--- src/rtl/column_pkg.sv ---
// Shared types and helpers for the column selector: FSM state encoding and
// the one-hot to 1-based column decode.
package column_pkg;

   localparam int MAX_COLS  = 15;
   localparam int MAX_COL_W = 4;

   typedef enum logic [1:0] {
      ST_RELEASE = 2'd0,
      ST_IDLE    = 2'd1,
      ST_OFFER   = 2'd2
   } col_state_e;

   // Returns the 1-based index of the single set bit, or 0 when the vector is
   // empty or has more than one bit set.
   function automatic logic [MAX_COL_W-1:0] onehot_to_col(input logic [MAX_COLS-1:0] vec);
      logic [MAX_COL_W-1:0] idx;
      int unsigned          ones;
      idx  = '0;
      ones = 0;
      for (int i = 0; i < MAX_COLS; i++) begin
         if (vec[i]) begin
            ones = ones + 1;
            idx  = MAX_COL_W'(i + 1);
         end
      end
      if (ones != 1) begin
         idx = '0;
      end
      return idx;
   endfunction

endpackage

--- src/rtl/switch_debouncer.sv ---
// Two-flop synchroniser followed by a stability filter: the debounced vector
// only follows the synchronised switches once they hold still long enough.
module switch_debouncer
   import column_pkg::*;
#(
   parameter int WIDTH           = 8,
   parameter int DEBOUNCE_CYCLES = 4
) (
   input  logic             clk,
   input  logic             reset_n,
   input  logic [WIDTH-1:0] i_sw,
   output logic [WIDTH-1:0] o_deb,
   output logic             o_settled
);

   localparam int             CNT_W = 16;
   localparam logic [CNT_W-1:0] LOAD  = CNT_W'(DEBOUNCE_CYCLES - 1);

   logic [WIDTH-1:0] r_sync1;
   logic [WIDTH-1:0] r_sync2;
   logic [WIDTH-1:0] r_cand;
   logic [WIDTH-1:0] r_deb;
   logic [CNT_W-1:0] r_cnt;
   logic             r_settled;

   // r_cand resets to all-ones so the first post-reset sample always counts as
   // a change; a switch held through reset is then seen as already pressed.
   always_ff @(posedge clk or negedge reset_n) begin
      if (!reset_n) begin
         r_sync1   <= '0;
         r_sync2   <= '0;
         r_cand    <= '1;
         r_deb     <= '0;
         r_cnt     <= '0;
         r_settled <= 1'b0;
      end else begin
         r_sync1 <= i_sw;
         r_sync2 <= r_sync1;
         if (r_sync2 != r_cand) begin
            r_cand <= r_sync2;
            if (DEBOUNCE_CYCLES == 1) begin
               r_deb     <= r_sync2;
               r_settled <= 1'b1;
               r_cnt     <= '0;
            end else begin
               r_cnt <= LOAD;
            end
         end else if (r_cnt != '0) begin
            r_cnt <= r_cnt - CNT_W'(1);
            if (r_cnt == CNT_W'(1)) begin
               r_deb     <= r_cand;
               r_settled <= 1'b1;
            end
         end
      end
   end

   assign o_deb     = r_deb;
   assign o_settled = r_settled;

endmodule

--- src/rtl/column_selector.sv ---
// Turns debounced column switches into a single registered move offer or a
// one-cycle reject pulse per switch activation.
//
//   state      | meaning
//   -----------+-----------------------------------------------------------
//   RELEASE    | waiting for all switches to read released (debounced zero)
//   IDLE       | armed; decides on the next debounced non-zero pattern
//   OFFER      | move offered; held until move_ready
module column_selector
   import column_pkg::*;
#(
   parameter int  NUM_COLS        = 8,
   parameter int  DEBOUNCE_CYCLES = 4,
   localparam int COL_W           = $clog2(NUM_COLS + 1)
) (
   input  logic                clk,
   input  logic                reset_n,
   input  logic [NUM_COLS-1:0] sw,
   input  logic [NUM_COLS-1:0] col_full,
   input  logic                move_ready,
   output logic                move_valid,
   output logic [COL_W-1:0]    column,
   output logic                reject_full,
   output logic                reject_multi
);

   if (NUM_COLS < 2 || NUM_COLS > MAX_COLS) begin : g_bad_num_cols
      $error("column_selector: NUM_COLS out of range 2..15");
   end
   if (DEBOUNCE_CYCLES < 1 || DEBOUNCE_CYCLES > 65535) begin : g_bad_debounce
      $error("column_selector: DEBOUNCE_CYCLES out of range 1..65535");
   end

   logic [NUM_COLS-1:0]  w_deb;
   logic                 w_settled;
   logic [MAX_COLS-1:0]  w_deb_ext;
   logic [MAX_COL_W-1:0] w_col_raw;
   logic [COL_W-1:0]     w_deb_col;
   logic                 w_full_hit;

   col_state_e           r_state;
   logic                 r_move_valid;
   logic [COL_W-1:0]     r_column;
   logic                 r_rej_full;
   logic                 r_rej_multi;

   col_state_e           w_state_nxt;
   logic                 w_valid_nxt;
   logic [COL_W-1:0]     w_col_nxt;
   logic                 w_rej_full_nxt;
   logic                 w_rej_multi_nxt;

   switch_debouncer #(
      .WIDTH           (NUM_COLS),
      .DEBOUNCE_CYCLES (DEBOUNCE_CYCLES)
   ) u_debouncer (
      .clk       (clk),
      .reset_n   (reset_n),
      .i_sw      (sw),
      .o_deb     (w_deb),
      .o_settled (w_settled)
   );

   assign w_deb_ext  = MAX_COLS'(w_deb);
   assign w_col_raw  = onehot_to_col(w_deb_ext);
   assign w_deb_col  = COL_W'(w_col_raw);
   // With a one-hot pattern this is exactly col_full of the selected column.
   assign w_full_hit = |(w_deb & col_full);

   always_ff @(posedge clk or negedge reset_n) begin
      if (!reset_n) begin
         r_state      <= ST_RELEASE;
         r_move_valid <= 1'b0;
         r_column     <= '0;
         r_rej_full   <= 1'b0;
         r_rej_multi  <= 1'b0;
      end else begin
         r_state      <= w_state_nxt;
         r_move_valid <= w_valid_nxt;
         r_column     <= w_col_nxt;
         r_rej_full   <= w_rej_full_nxt;
         r_rej_multi  <= w_rej_multi_nxt;
      end
   end

   always_comb begin
      w_state_nxt     = r_state;
      w_valid_nxt     = r_move_valid;
      w_col_nxt       = r_column;
      w_rej_full_nxt  = 1'b0;
      w_rej_multi_nxt = 1'b0;
      case (r_state)
         ST_RELEASE: begin
            if (w_settled && (w_deb == '0)) begin
               w_state_nxt = ST_IDLE;
            end
         end
         ST_IDLE: begin
            if (w_deb != '0) begin
               w_state_nxt = ST_RELEASE;
               if (w_deb_col == '0) begin
                  w_rej_multi_nxt = 1'b1;
               end else if (w_full_hit) begin
                  w_rej_full_nxt = 1'b1;
               end else begin
                  w_valid_nxt = 1'b1;
                  w_col_nxt   = w_deb_col;
                  w_state_nxt = ST_OFFER;
               end
            end
         end
         ST_OFFER: begin
            if (move_ready) begin
               w_valid_nxt = 1'b0;
               w_col_nxt   = '0;
               w_state_nxt = ST_RELEASE;
            end
         end
         default: begin
            w_valid_nxt = 1'b0;
            w_col_nxt   = '0;
            w_state_nxt = ST_RELEASE;
         end
      endcase
   end

   assign move_valid   = r_move_valid;
   assign column       = r_column;
   assign reject_full  = r_rej_full;
   assign reject_multi = r_rej_multi;

endmodule

--- config.mk ---
export PLATFORM = sky130hd
export DESIGN_NAME = column_selector
export DESIGN_NICKNAME = d
export VERILOG_FILES = /design/src/rtl/column_pkg.sv /design/src/rtl/switch_debouncer.sv /design/src/rtl/column_selector.sv
export SDC_FILE = /design/constraint.sdc
export NUM_CORES = 1
export LEC_CHECK = 0
export CAP_MARGIN = 0
export CELL_PAD_IN_SITES_DETAIL_PLACEMENT = 0
export CELL_PAD_IN_SITES_GLOBAL_PLACEMENT = 1
export CORE_ASPECT_RATIO = 1.4
export CORE_MARGIN = 5
export CORE_UTILIZATION = 45
export DETAILED_ROUTE_END_ITERATION = 10
export PLACE_DENSITY = 0.87
export REMOVE_ABC_BUFFERS = 1
export SLEW_MARGIN = 20
export SYNTH_ARGS = -nofsm -noshare
export SYNTH_HDL_FRONTEND = slang
export SYNTH_SLANG_ARGS = --single-unit
export TNS_END_PERCENT = 1
--- constraint.sdc ---
create_clock -name clk -period 4.9 [get_ports clk]
set_input_delay 0.49 -clock clk [delete_from_list [all_inputs] [get_ports clk]]
set_output_delay 0.49 -clock clk [all_outputs]
set_load 0.05 [all_outputs]
Word-level counts from Yosys, hierarchy flattened
Index checks and enable logic that the tools add are counted.
{"block": "totals", "reg_bits": 58, "ram_bits": 0, "rom_bits": 0, "n_memories": 0, "latch_bits": 0, "inputBits": 19, "word_cells": 85}
{"block": "classes", "eq_ne": 10, "shifts": 0, "n_mux": 42, "n_addsub": 8, "div_mod_pow": 0, "n_lt_le_gt_ge": 0, "reduce_logical": 11, "bitwise": 3, "mul": 0}
{"cell": "32-bit by 1-bit adder with 32-bit output, second input constant", "count": 7}
{"cell": "32-bit two-way mux", "count": 7}
{"cell": "4-bit two-way mux", "count": 12}
{"cell": "16-bit two-way mux", "count": 2}
{"cell": "32-bit by 1-bit != test with 1-bit output, second input constant", "count": 1}
{"cell": "16-bit by 1-bit == test with 1-bit output, second input constant", "count": 1}
{"cell": "16-bit nonzero test", "count": 1}
{"cell": "16-bit by 1-bit subtractor with 16-bit output, second input constant", "count": 1}
{"cell": "1-bit two-way mux", "count": 13}
{"cell": "4-bit case mux with 3 select lines", "count": 1}
{"cell": "2-bit two-way mux", "count": 5}
{"cell": "2-bit != test, second input constant", "count": 5}
{"cell": "8-bit AND", "count": 1}
{"cell": "8-bit logical NOT", "count": 1}
{"cell": "8-bit != test", "count": 1}
{"cell": "8-bit nonzero test", "count": 1}
{"cell": "8-bit OR reduction", "count": 1}
{"cell": "2-bit case mux with 3 select lines", "count": 1}
{"cell": "3-bit AND reduction", "count": 2}
{"cell": "5-bit AND reduction", "count": 1}
{"cell": "4-bit logical NOT", "count": 1}
{"cell": "1-bit case mux with 3 select lines", "count": 1}
{"cell": "2-bit by 1-bit == test with 1-bit output, second input constant", "count": 1}
{"cell": "2-bit == test, second input constant", "count": 1}
{"cell": "4 further kinds", "count": 5}

Depth between registers and ports, before layout
Gate-level depths: netlist of the first run.
{"block": "depth", "ltp_word": 21, "mapped_depth": 22, "ltp_nobuf": 22}

Cells and area by module
Synthesis of the first run repeated with hierarchy kept, for this count alone.
{"block": "hier_totals", "hier_cells": 312, "area_unflattened_um2": 3241.9}
{"mod": "switch_debouncer", "cells_each": 154, "instances": 1, "area_per_inst_um2": 1968.1}
{"mod": "column_selector", "cells_each": 158, "instances": 1, "area_per_inst_um2": 1273.7}

Least setup slack after synthesis of the first run
OpenSTA, ideal clock, no wires.
{"block": "synth_timing", "path_type": "register to register", "start": "register u_debouncer.r_deb[0] (netlist: u_debouncer.o_deb[0])", "end": "register r_column[0] (netlist: column[0])", "slack_ps": 444, "path_stages_with_launch": 22, "arrival_ps": 4355, "path_cell_list": "dfrtp_1 > inv_1 > ha_1 > xor2_1 > ha_1 > o21a_1 > ha_1 > nand2_1 > nand2_1 > ha_1 > nor2b_1 > a21oi_1 > ha_1 > mux2_2 > ha_1 > inv_1 > a21oi_1 > a211oi_1 > a311oi_1 > a2bb2oi_1 > or3_4 > o32ai_1"}
{"block": "synth_between", "elab_chain_len": 21}
{"item": "start: declaration", "line": "switch_debouncer.sv:22", "source": "logic [WIDTH-1:0] r_deb;"}
{"item": "start signal: assignment", "line": "switch_debouncer.sv:42", "source": "r_deb <= r_sync2;"}
{"item": "start signal: assignment", "line": "switch_debouncer.sv:51", "source": "r_deb <= r_cand;"}
{"item": "1-bit two-way mux", "line": "column_pkg.sv:22", "source": "if (vec[i]) begin"}
{"item": "32-bit by 1-bit adder with 32-bit output", "line": "column_pkg.sv:23", "source": "ones = ones + 1;"}
{"item": "32-bit two-way mux", "line": "column_pkg.sv:22"}
{"item": "32-bit by 1-bit adder with 32-bit output", "line": "column_pkg.sv:23"}
{"item": "32-bit two-way mux", "line": "column_pkg.sv:22"}
{"item": "32-bit by 1-bit adder with 32-bit output", "line": "column_pkg.sv:23"}
{"item": "32-bit two-way mux", "line": "column_pkg.sv:22"}
{"item": "32-bit by 1-bit adder with 32-bit output", "line": "column_pkg.sv:23"}
{"item": "(+5 left out)"}
{"item": "32-bit by 1-bit adder with 32-bit output", "line": "column_pkg.sv:23"}
{"item": "32-bit two-way mux", "line": "column_pkg.sv:22"}
{"item": "32-bit by 1-bit != test with 1-bit output", "line": "column_pkg.sv:27", "source": "if (ones != 1) begin"}
{"item": "4-bit two-way mux", "line": "column_pkg.sv:27"}
{"item": "4-bit two-way mux", "line": "column_selector.sv:103", "source": "end else if (w_full_hit) begin"}
{"item": "4-bit two-way mux", "line": "column_selector.sv:101", "source": "if (w_deb_col == '0) begin"}
{"item": "4-bit two-way mux", "line": "column_selector.sv:99", "source": "if (w_deb != '0) begin"}
{"item": "4-bit case mux with 3 select lines", "line": "column_selector.sv:92", "source": "case (r_state)"}
{"item": "end signal: assignment", "line": "column_selector.sv:80", "source": "r_column <= w_col_nxt;"}
{"item": "end: declaration", "line": "column_selector.sv:43", "source": "logic [COL_W-1:0] r_column;"}
Parallel ways exist; a longest one is shown, timed or not. The select of a mux whose other input is x is not followed.
A chain may end at the register's enable or synchronous reset.

Worst setup path in the final report of the first run
{"block": "layout_timing", "start": "register u_debouncer.r_deb[1] (netlist: u_debouncer.o_deb[1])", "end": "register r_column[2] (netlist: column[2])"}
{"block": "layout_between", "elab_chain_len": 19}
{"item": "32-bit two-way mux", "line": "column_pkg.sv:22"}
{"item": "32-bit by 1-bit adder with 32-bit output", "line": "column_pkg.sv:23"}
{"item": "32-bit two-way mux", "line": "column_pkg.sv:22"}
{"item": "32-bit by 1-bit adder with 32-bit output", "line": "column_pkg.sv:23"}
{"item": "32-bit two-way mux", "line": "column_pkg.sv:22"}
{"item": "32-bit by 1-bit adder with 32-bit output", "line": "column_pkg.sv:23"}
{"item": "32-bit two-way mux", "line": "column_pkg.sv:22"}
{"item": "32-bit by 1-bit adder with 32-bit output", "line": "column_pkg.sv:23"}
{"item": "(+3 left out)"}
{"item": "32-bit by 1-bit adder with 32-bit output", "line": "column_pkg.sv:23"}
{"item": "32-bit two-way mux", "line": "column_pkg.sv:22"}
{"item": "32-bit by 1-bit != test with 1-bit output", "line": "column_pkg.sv:27"}
{"item": "4-bit two-way mux", "line": "column_pkg.sv:27"}
{"item": "4-bit two-way mux", "line": "column_selector.sv:103"}
{"item": "4-bit two-way mux", "line": "column_selector.sv:101"}
{"item": "4-bit two-way mux", "line": "column_selector.sv:99"}
{"item": "4-bit case mux with 3 select lines", "line": "column_selector.sv:92"}
Parallel ways exist; a longest one is shown, timed or not. The select of a mux whose other input is x is not followed.

==> out/metrics.cfg, run 1 <==
[power_and_ir_drop]
power_leakage_uw=0.001569
irDropWorstVdd_mv=0.2761
switching_power_uw=204.1
p_comb_share_pct=2.8
internal-power_uw=834.5
switching_share_pct=19.65
power_frac_seq_pct=47.9
p_per_area_nw_per_um2=287.2
clockPowerShare_pct=49.3

[global_routing]
grt_pass1_wl_mm=10.33
grt_use_total_pct=15.73
overflow=0
grt_pass1_vias=2270
grt_max_degree=59
antenna_found_initial=0

[floorplanning]
die_area_um2=8502
core_area_um2=6569
rows=35
ios=26
die_w_um=79.37
start_util_pct=46.15
die_h_um=107.1

[worst_setup_path]
crit_type=register to register
crit_top_cell=ha_1
crit_buf_inv=2
worst_path_max_delay_cell=or3_4
end_kind=register
path_cells=inv_2, ha_4, xor2_1, ha_1, o21a_1, ha_1, nand2_1, nand2_1, ha_1, nor2b_1, a21oi_2, ha_1, mux2_2, ha_1, inv_1, a21oi_1, a211oi_1, a311oi_1, a2bb2oi_2, or3_4, o32ai_1
worstPathArrival_ns=4.90
start_kind=register
cp_max_fo=7
cp_top_family=adder cells
critPathMaxStageDelay_ns=0.44
required_ns=5.13

[clock_network]
htree_levels=3
clock_sinks=58
root_buffer=clkbuf_8
cts_tree=done
clk-insertion-delay-late_ns=0.33
numCtsBuffers=9
ctsHoldBuffers=0
clock_path_buffers=2
clk_pin_slew_ns=0.07

[final_layout]
area_growth_pct=19.27
final_core_util_pct=55.05
final_area_um2=3616
multi_input_area_um2=1508
final_cell_mix=50 x dfrtp_1, 28 x nor2_1, 26 x nand2_1, 24 x clkdlybuf4s50_1, 17 x xnor2_1
nets=348
register_area_um2=1461
layout_commonest_cell=dfrtp_1
final_layout_size_suffix_gt1_share_pct=17.65
diodes=0
nFillCells=587

[drt]
firstDrtPassIters=4
detail-route-antenna-nets=0
drt_iter0_markers=102
drc=0
vias=2186
wirelength_mm=5.934
vias_per_cell=5.506
wl_per_cell_um=14.95

[synth]
synthesis.area_um2=3032
synthArstFlopShare_pct=100.0
synth_ff_type=dfrtp_1
ys_ff_latch=58
yosysUniqueCellTypes=51
avgSynthCellArea_um2=10.31
synth_cells=294
yosys_warnings=0
synth_top_area_share_pct=41.27
seq_area_frac_synth_pct=48.20
synth_edf_count=0
yosys.area.top_type=dfrtp_1
synth.area.top_cells=dfrtp_1 41%, dfstp_2 6.9%, xnor2_1 4.9%, xor2_1 4.6%, ha_1 4.5%

[outcome]
status=complete, no violations

[timing]
skew_ns=0.008215
grt_setup_unrepaired=true
hold_viol=0
fin_crit_ns=4.673
finalSetupViolCount=0
period_share_pct=95.36
maxSlewViolCount=0
tightest_slew_ns=0.8853
max_slew_margin_pct=40.76
max_freq_mhz=214.0

[placement]
hpwl_mm=4.220
place_area_um2=3316
portBuffers=25
gp_congestion=0.8733

[flow_run]
drv_cap=0

[hold_path]
hold_path_class=input port to async pin

==> synthesized netlist by cell type (all sizes together) (6+ instances only) <==
cell     n
a21oi    9
clkbuf  15
dfrtp   50
dfstp    8
ha      11
inv      9
nand2   26
nand2b   6
nand3    9
nor2    28
nor3     8
nor4    10
o21ai   11
or2      6
xnor2   18
xor2    16
==> registers in the layout (all words and copies together) (netlist names) <==
register	cells
column	4
move_valid	1
r_state	2
reject_full	1
reject_multi	1
u_debouncer.o_deb	8
u_debouncer.o_settled	1
u_debouncer.r_cand	8
u_debouncer.r_cnt	16
u_debouncer.r_sync1	8
u_debouncer.r_sync2	8
==> kinds of logic (layout without fill, tap and decap cells) <==
group,count (synthesis),count (layout),share of synthesized area [%]
flip-flops,58,58,48.20
buffers and inverters,26,55,3.384
AND/OR/NAND/NOR,108,108,18.20
multiplexers,6,6,2.187
AO/OA/AOI/OAI,48,48,11.10
adder cells (fa/ha/maj),11,11,4.540
XOR/XNOR,37,37,12.38
==> worst paths after layout <==
path,start,endpoint,slack (ns),cells after the start
max in group asynchronous,reset_n,u_debouncer.o_deb[5]$_DFFE_PN0P_,4.14,2
min in group clk,u_debouncer.r_sync1[2]$_DFF_PN0_,u_debouncer.r_sync2[2]$_DFF_PN0_,0.34,0
worst max-delay path,u_debouncer.o_deb[1]$_DFFE_PN0P_,column[2]$_DFFE_PN0P_,0.23,21
worst max register to register,u_debouncer.o_deb[1]$_DFFE_PN0P_,column[2]$_DFFE_PN0P_,0.23,21
worst min-delay path,reset_n,u_debouncer.r_cnt[14]$_DFFE_PN0P_,0.29,2
worst min register to register,u_debouncer.r_sync1[2]$_DFF_PN0_,u_debouncer.r_sync2[2]$_DFF_PN0_,0.34,0
==> what timing repair did <==
| item | 4_1_cts | 5_1_grt |
|---|---|---|
| gates resized for setup | 1 | 8 |
| pin swaps | 1 | 2 |
| endpoints found under the setup margin | 4 | 8 |
| setup buffers | 0 | 3 |
==> metal layers <==
layer | GRT usage, % | vias to the layer above | routed length [um]
met1 | 17.53 | 1069 | 2519
met2 | 27.29 | 42 | 3068
met5 | 0 | - | 0
li1 | - | 1066 | -
met3 | 4.286 | 9 | 233
met4 | 7.740 | 0 | 112
==> final cells by class <==
type                       instances  area share, %
sequential                        58          40.42
clock inverter                     4          2.007
multi-input combinational        210          41.70
tap                               74          2.561
clock buffer                      12          4.567
inverter                           9         0.9343
timing repair buffer              30          7.820
==> worst register-to-register path: stages (launching register included) <==
cell       delay (ns)
dfrtp_1          0.41
inv_2            0.09
ha_4             0.31
xor2_1           0.19
ha_1             0.29
o21a_1           0.18
ha_1             0.28
nand2_1          0.09
nand2_1          0.07
ha_1             0.30
nor2b_1          0.15
a21oi_2          0.07
ha_1             0.32
mux2_2           0.28
ha_1             0.19
inv_1            0.07
a21oi_1          0.09
a211oi_1         0.23
a311oi_1         0.09
a2bb2oi_2        0.21
or3_4            0.44
o32ai_1          0.23
==> power by group through the flow <==
stage	clock (uW)	combinational, uW	sequential, uW
6_report	512	29.0	497
5_1_grt	548	33.6	498
4_1_cts	525	30.2	498
3_5_place_dp	0	30.0	506
3_3_place_gp	0	29.7	505
2_1_floorplan	0	5.15	505
==> metrics by stage <==
step                      setup TNS [ns]  std cells  hold WS, ns  worst slack (ns)  total power [uW]
final                                  0        397       0.2943            0.2275              1039
after floorplan                        0        277       0.1944            0.4206             509.8
after CTS                              0        394       0.3016           0.01252              1053
after detailed placement         -0.2620        378       0.3347           -0.1008             536.3
after global routing             -0.1336        397       0.3485          -0.05976              1080
after global placement                 0        378       0.3317            0.1521             535.0
Note: power is estimated with default switching activity, not from simulation.
==> inputs of run 2 (changes only) <==
--- a/config.mk
+++ b/config.mk
@@ -18,4 +18,4 @@
 export SYNTH_ARGS = -nofsm -noshare
 export SYNTH_HDL_FRONTEND = slang
 export SYNTH_SLANG_ARGS = --single-unit
-export TNS_END_PERCENT = 1
+export TNS_END_PERCENT = 30
==> run 2 against run 1 <==
Against the previous run:
- final cell count rose by 0.25%
- final area grew 0.83%
- core utilization is 0.46 points higher
- combinational power is essentially flat
- die area unchanged
- fmax fell by 0.20%
- clock skew barely moved
- sequential power about the same
- hold slack got worse by 0.0013 ns
- setup slack worse by 0.0095 ns
- total power hardly changed
==> out/metrics.cfg, run 2 (synthesis gave the netlist of run 1 again) <==
[drt]
detail-route-antenna-nets=0
vias=2187
vias_per_cell=5.495
wl_per_cell_um=15.12
firstDrtPassIters=4
wirelength_mm=6.017
drc=0
drt_iter0_markers=106

[timing]
hold_viol=0
grt_setup_unrepaired=true
finalSetupTns_ns=0
maxSlewViolCount=0
max_slew_margin_pct=40.56
skew_ns=0.008206
tightest_slew_ns=0.8884
period_share_pct=95.55
max_freq_mhz=213.6
fin_crit_ns=4.682
finalSetupViolCount=0

[floorplanning]
start_util_pct=46.15
core_area_um2=6569
ios=26
die_area_um2=8502
rows=35
die_w_um=79.37
die_h_um=107.1

[worst_setup_path]
start_kind=register
crit_top_cell=ha_1
reg2reg_setup_slack_ns=0.22
cp_top_family=adder cells
critPathMaxStageDelay_ns=0.45
required_ns=5.13
path_cells=inv_2, ha_4, xor2_2, ha_1, o21a_1, ha_1, nand2_1, nand2_1, ha_1, nor2b_1, a21oi_2, ha_1, mux2_2, ha_1, inv_1, a21oi_1, a211oi_2, a311oi_1, a2bb2oi_2, or3_4, o32ai_2
worst_path_max_delay_cell=or3_4
worstPathArrival_ns=4.91
crit_buf_inv=2
crit_type=register to register
cp_max_fo=7
end_kind=register

[outcome]
status=complete, no violations

[placement]
hpwl_mm=4.220
gp_congestion=0.8733
placed_cells=378
portBuffers=25

[final_layout]
final_cells=398
diodes=0
multi_input_area_um2=1530
final_layout_size_suffix_gt1_share_pct=18.83
area_growth_pct=20.26
top_register=u_debouncer.r_cnt
layout_commonest_cell=dfrtp_1
largest_reg_flops=16
final_cell_mix=50 x dfrtp_1, 28 x nor2_1, 26 x nand2_1, 24 x clkdlybuf4s50_1, 17 x xnor2_1
nets=349
nFillCells=585
register_area_um2=1461

[global_routing]
overflow=0
grt_use_total_pct=15.73
grt_max_degree=59
grt_pass1_wl_mm=10.33
antenna_found_initial=0
grt_pass1_vias=2270

[clock_network]
numCtsBuffers=9
cts_tree=done
clock_path_buffers=2
root_buffer=clkbuf_8
htree_levels=3
clock_sinks=58
clk_pin_slew_ns=0.07
ctsHoldBuffers=0
clk-insertion-delay-late_ns=0.33

[power_and_ir_drop]
p_per_area_nw_per_um2=284.8
irDropWorstVdd_mv=0.2761
power_leakage_uw=0.001576

[flow_run]
drv_cap=0

[hold_path]
hold_path_class=input port to async pin

==> run 2: cell type report <==
| class | instances | share of cell area (%) |
|---|---|---|
| Clock inverter | 4 | 1.990 |
| Multi-Input combinational cell | 210 | 41.97 |
| Sequential cell | 58 | 40.08 |
| Inverter | 9 | 0.9266 |
| Timing Repair Buffer | 31 | 7.962 |
| Clock buffer | 12 | 4.530 |
| Tap cell | 74 | 2.539 |
==> run 2: through the flow <==
| stage | power, uW | utilization, % | cell area, um^2 | setup slack, ns | hold WS [ns] |
|---|---|---|---|---|---|
| floorplan | 509.8 | - | 2963 | 0.4206 | 0.1944 |
| detailed placement | 536.3 | 50.48 | 3316 | -0.1008 | 0.3347 |
| global placement | 535.0 | 50.48 | 3316 | 0.1521 | 0.3317 |
| CTS | 1053 | 54.15 | 3557 | 0.01252 | 0.3016 |
| finish | 1038 | 55.50 | 3646 | 0.2180 | 0.2931 |
| global route | 1080 | 55.50 | 3646 | -0.03837 | 0.3485 |
==> run 2: worst paths after layout <==
path | depth (start not counted) | end | start
worst max register to register | 21 | column[0]$_DFFE_PN0P_ | u_debouncer.o_deb[0]$_DFFE_PN0P_
max in group asynchronous | 2 | u_debouncer.o_deb[5]$_DFFE_PN0P_ | reset_n
min in group clk | 0 | u_debouncer.r_sync2[2]$_DFF_PN0_ | u_debouncer.r_sync1[2]$_DFF_PN0_
worst min register to register | 0 | u_debouncer.r_sync2[2]$_DFF_PN0_ | u_debouncer.r_sync1[2]$_DFF_PN0_
worst max-delay path | 21 | column[0]$_DFFE_PN0P_ | u_debouncer.o_deb[0]$_DFFE_PN0P_
worst min-delay path | 2 | u_debouncer.r_cnt[14]$_DFFE_PN0P_ | reset_n
==> run 2: worst reg2reg max path: stages, from the launching register on <==
cell and delay [ns]:
dfrtp_1 0.42, inv_2 0.09, ha_4 0.28, xor2_2 0.19, ha_1 0.33, o21a_1 0.18
ha_1 0.28, nand2_1 0.09, nand2_1 0.07, ha_1 0.30, nor2b_1 0.15, a21oi_2 0.07
ha_1 0.32, mux2_2 0.28, ha_1 0.19, inv_1 0.07, a21oi_1 0.09, a211oi_2 0.24
a311oi_1 0.09, a2bb2oi_2 0.21, or3_4 0.45, o32ai_2 0.22
==> run 2: power by group <==
| group | switching, uW | internal, uW |
|---|---|---|
| logic | 13.3 | 15.7 |
| clock network | 185 | 327 |
| registers | 5.57 | 492 |
| total | 204 | 834 |
==> run 2: timing repair <==
item | CTS | global route
gates resized for setup | 1 | 11
pin swaps | 1 | 3
setup buffers | 0 | 4
endpoints found under the setup margin | 4 | 8
==> run 2: metal layers <==
metal,track usage [%],part of all wire [%],up-vias
li1,-,-,1067
met1,17.53,41,1061
met2,27.29,53,50
met3,4.286,4.2,9
met4,7.740,1.9,0
met5,0,0,-
==> inputs of run 3 (changes only) <==
--- a/config.mk
+++ b/config.mk
@@ -10,12 +10,13 @@
 export CELL_PAD_IN_SITES_GLOBAL_PLACEMENT = 1
 export CORE_ASPECT_RATIO = 1.4
 export CORE_MARGIN = 5
-export CORE_UTILIZATION = 45
+export CORE_UTILIZATION = 46
 export DETAILED_ROUTE_END_ITERATION = 10
-export PLACE_DENSITY = 0.87
+export PLACE_DENSITY = 0.88
 export REMOVE_ABC_BUFFERS = 1
 export SLEW_MARGIN = 20
 export SYNTH_ARGS = -nofsm -noshare
 export SYNTH_HDL_FRONTEND = slang
+export SYNTH_HIERARCHICAL = 1
 export SYNTH_SLANG_ARGS = --single-unit
 export TNS_END_PERCENT = 30
==> run 3 against run 2 <==
Against the previous run:
- sequential cell count unchanged
- clock power down 4.9%
- total power down 1.5%
- setup slack better by 0.0069 ns
- global-route usage up 0.093 points
- fmax up 0.15%
- hold slack worse by 0.016 ns
- clock skew down 0.0024 ns
- highest routed layer unchanged
==> out/metrics.cfg, run 3 <==
[outcome]
status=complete, no violations

[final_layout]
final_cells=435
diodes=0
nets=365
top_register=u_debouncer/r_cnt
area_growth_pct=19.45
largest_reg_flops=16
final_cell_mix=50 x dfrtp_1, 24 x clkdlybuf4s50_1, 17 x a21oi_1, 16 x inv_1, 16 x nand2_1
final_core_util_pct=55.83
layout_commonest_cell=dfrtp_1
final_layout_size_suffix_gt1_share_pct=22.06

[drt]
vias=2404
firstDrtPassIters=4
wl_per_cell_um=15.30
wirelength_mm=6.655
drt_iter0_markers=97
vias_per_cell=5.526
detail-route-antenna-nets=0
drc=0

[synth]
synthSimpleGateAreaFrac_pct=17.17
synthesis.area_um2=3242
seq_area_frac_synth_pct=45.08
synth_edf_count=0
muxShareOfSynthArea_pct=3.126
yosys.area.top_type=dfrtp_1
synth_xor_xnor_area_share_pct=10.42
synth_top_family_by_area=simple AND/OR/NAND/NOR gates
synth_top_area_share_pct=38.60
yosysUniqueCellTypes=57
synthArstFlopShare_pct=100.0
synth_compound_area_share_pct=14.55
synth.area.top_cells=dfrtp_1 39%, dfstp_2 6.5%, ha_1 4.2%, xor2_1 3.8%, mux2_2 3.1%
yosys_warnings=6
ys_ff_latch=58
synth_cells=312
ys_top_cells_by_count=50 x dfrtp_1, 18 x inv_1, 18 x nand2_1, 17 x a21oi_1, 15 x nor2_1
avgSynthCellArea_um2=10.39
synth_most_common_cell=dfrtp_1
synth-adder-area-share_pct=4.245
synth_ff_type=dfrtp_1

[clock_network]
htree_levels=3
clk-insertion-delay-late_ns=0.33
numCtsBuffers=9
clock_sinks=58
clock_path_buffers=2
cts_tree=done
clk_pin_slew_ns=0.07
root_buffer=clkbuf_8

[global_routing]
grt_pass1_wl_mm=10.78
grt_pass1_vias=2364
antenna_found_initial=0
grt_max_degree=59
overflow=0
grt_use_total_pct=15.82

[worst_setup_path]
reg2reg_setup_slack_ns=0.22
worst_path_max_delay_cell=dfrtp_1
cp_max_fo=4
required_ns=5.14
worstPathArrival_ns=4.92
critPathMaxStageDelay_ns=0.40
end_kind=register
cp_top_family=adder cells
rr_worst_depth=26
crit_buf_inv=3
start_kind=register
crit_type=register to register
crit_cells=26

[floorplanning]
die_w_um=80.95
die_area_um2=8850
die_h_um=109.3
ios=26
core_area_um2=6937
start_util_pct=46.74
rows=36

[hold_path]
hold_path_class=input port to async pin

[timing]
max_freq_mhz=213.9
finalSetupViolCount=0
max_slew_margin_pct=53.75
maxSlewViolCount=0
skew_ns=0.005778
finalSetupTns_ns=0
period_share_pct=95.41
setup_ws_ns=0.2249
tightest_slew_ns=0.6879
fin_crit_ns=4.675
hold_viol=0

[power_and_ir_drop]
irDropWorstVdd_mv=0.2625
p_total_uw=1022
p_per_area_nw_per_um2=264.0
power_leakage_uw=0.001594

[placement]
portBuffers=25
gp_congestion=0.7913
preCtsSetupSlack_ns=-0.1284
hpwl_mm=4.742
placed_cells=415

[flow_run]
drv_cap=0

## run 3: cell count changes after synthesis, sizes merged, moves of 4 or more
cell and change:
a21oi +8, or4 +11, nand3 -4, inv +9
o31ai +10, xnor2 -6, a31o +4, mux2 +4
buf +6, nand2 -8, nor2 -13, nor4 -5
## run 3: kinds of logic (layout without fill, tap and decap cells)
group | Yosys count | in the layout
simple gates | 95 | 95
compound gates | 69 | 69
flops | 58 | 58
buf+inv | 40 | 68
xor+xnor | 30 | 30
fa+ha+maj | 11 | 11
mux | 9 | 9
## run 3: timing repair
item,in CTS,in global routing
gates cloned,0,0
buffers inserted,0,4
resized for setup,2,14
hold buffers,0,0
setup endpoints to repair,7,8
pin swaps,0,8
## run 3: routing by layer
layer	vias to the layer above	wire, um	track usage (%)
li1	1169	-	-
met1	1188	2601	17.36
met2	38	3775	29.32
met3	9	173	3.525
met4	0	105	5.797
met5	-	0	0
## run 3: report_power, final
group	total, uW	leakage (uW)	switching [uW]	internal (uW)
Clock	487	0.000106	198	289
Combinational	35.6	0.000755	17.9	17.7
Sequential	499	0.000733	6.90	492
Total	1020	0.00159	223	799
## run 3: worst register-to-register path: stages (launching register included)
cell and delay, ns:
dfrtp_1 0.40, buf_4 0.16, ha_2 0.20, nand2b_4 0.09, nand2_2 0.07, ha_4 0.28, nor2b_2 0.04, a31o_2 0.23
inv_1 0.11, ha_4 0.22, nand2_2 0.07, o21ai_1 0.08, ha_1 0.32, inv_1 0.05, a2bb2oi_2 0.18, ha_1 0.26
nor2b_2 0.13, nor2_1 0.06, ha_1 0.17, nand2_1 0.07, xnor2_1 0.14, xnor2_1 0.11, xnor2_1 0.21, nand3_2 0.12
or2_4 0.27, or3_1 0.38, o211ai_1 0.20
## run 3: path summary, 6_finish.rpt
kind                                                   from                           endpoint
max                        u_debouncer/o_deb[1]$_DFFE_PN0P_              column[3]$_DFFE_PN0P_
max in group asynchronous                           reset_n   u_debouncer/r_cnt[0]$_DFFE_PN0P_
max reg2reg                u_debouncer/o_deb[1]$_DFFE_PN0P_              column[3]$_DFFE_PN0P_
min                                                 reset_n  u_debouncer/r_cnt[15]$_DFFE_PN0P_
min reg2reg                u_debouncer/r_sync1[1]$_DFF_PN0_   u_debouncer/r_sync2[1]$_DFF_PN0_
min in group clk           u_debouncer/r_sync1[1]$_DFF_PN0_   u_debouncer/r_sync2[1]$_DFF_PN0_
## run 3: cell type report
cell class / count / area (um^2)
multi-input cells: 214 / 1687
fillers: 629 / 3064
repair buffers: 34 / 312.8
well taps: 95 / 118.9
clock inverters: 7 / 101.3
flip-flops and latches: 58 / 1461
clock buffers: 9 / 123.9
inverters: 18 / 67.56
## run 3: per-stage QoR
stage | area [um^2] | hold slack, ns
2_1_floorplan | 3134 | 0.1944
3_3_place_gp | 3536 | 0.3334
3_5_place_dp | 3536 | 0.3379
4_1_cts | 3780 | 0.3013
5_1_grt | 3872 | 0.3533
6_report | 3872 | 0.2774
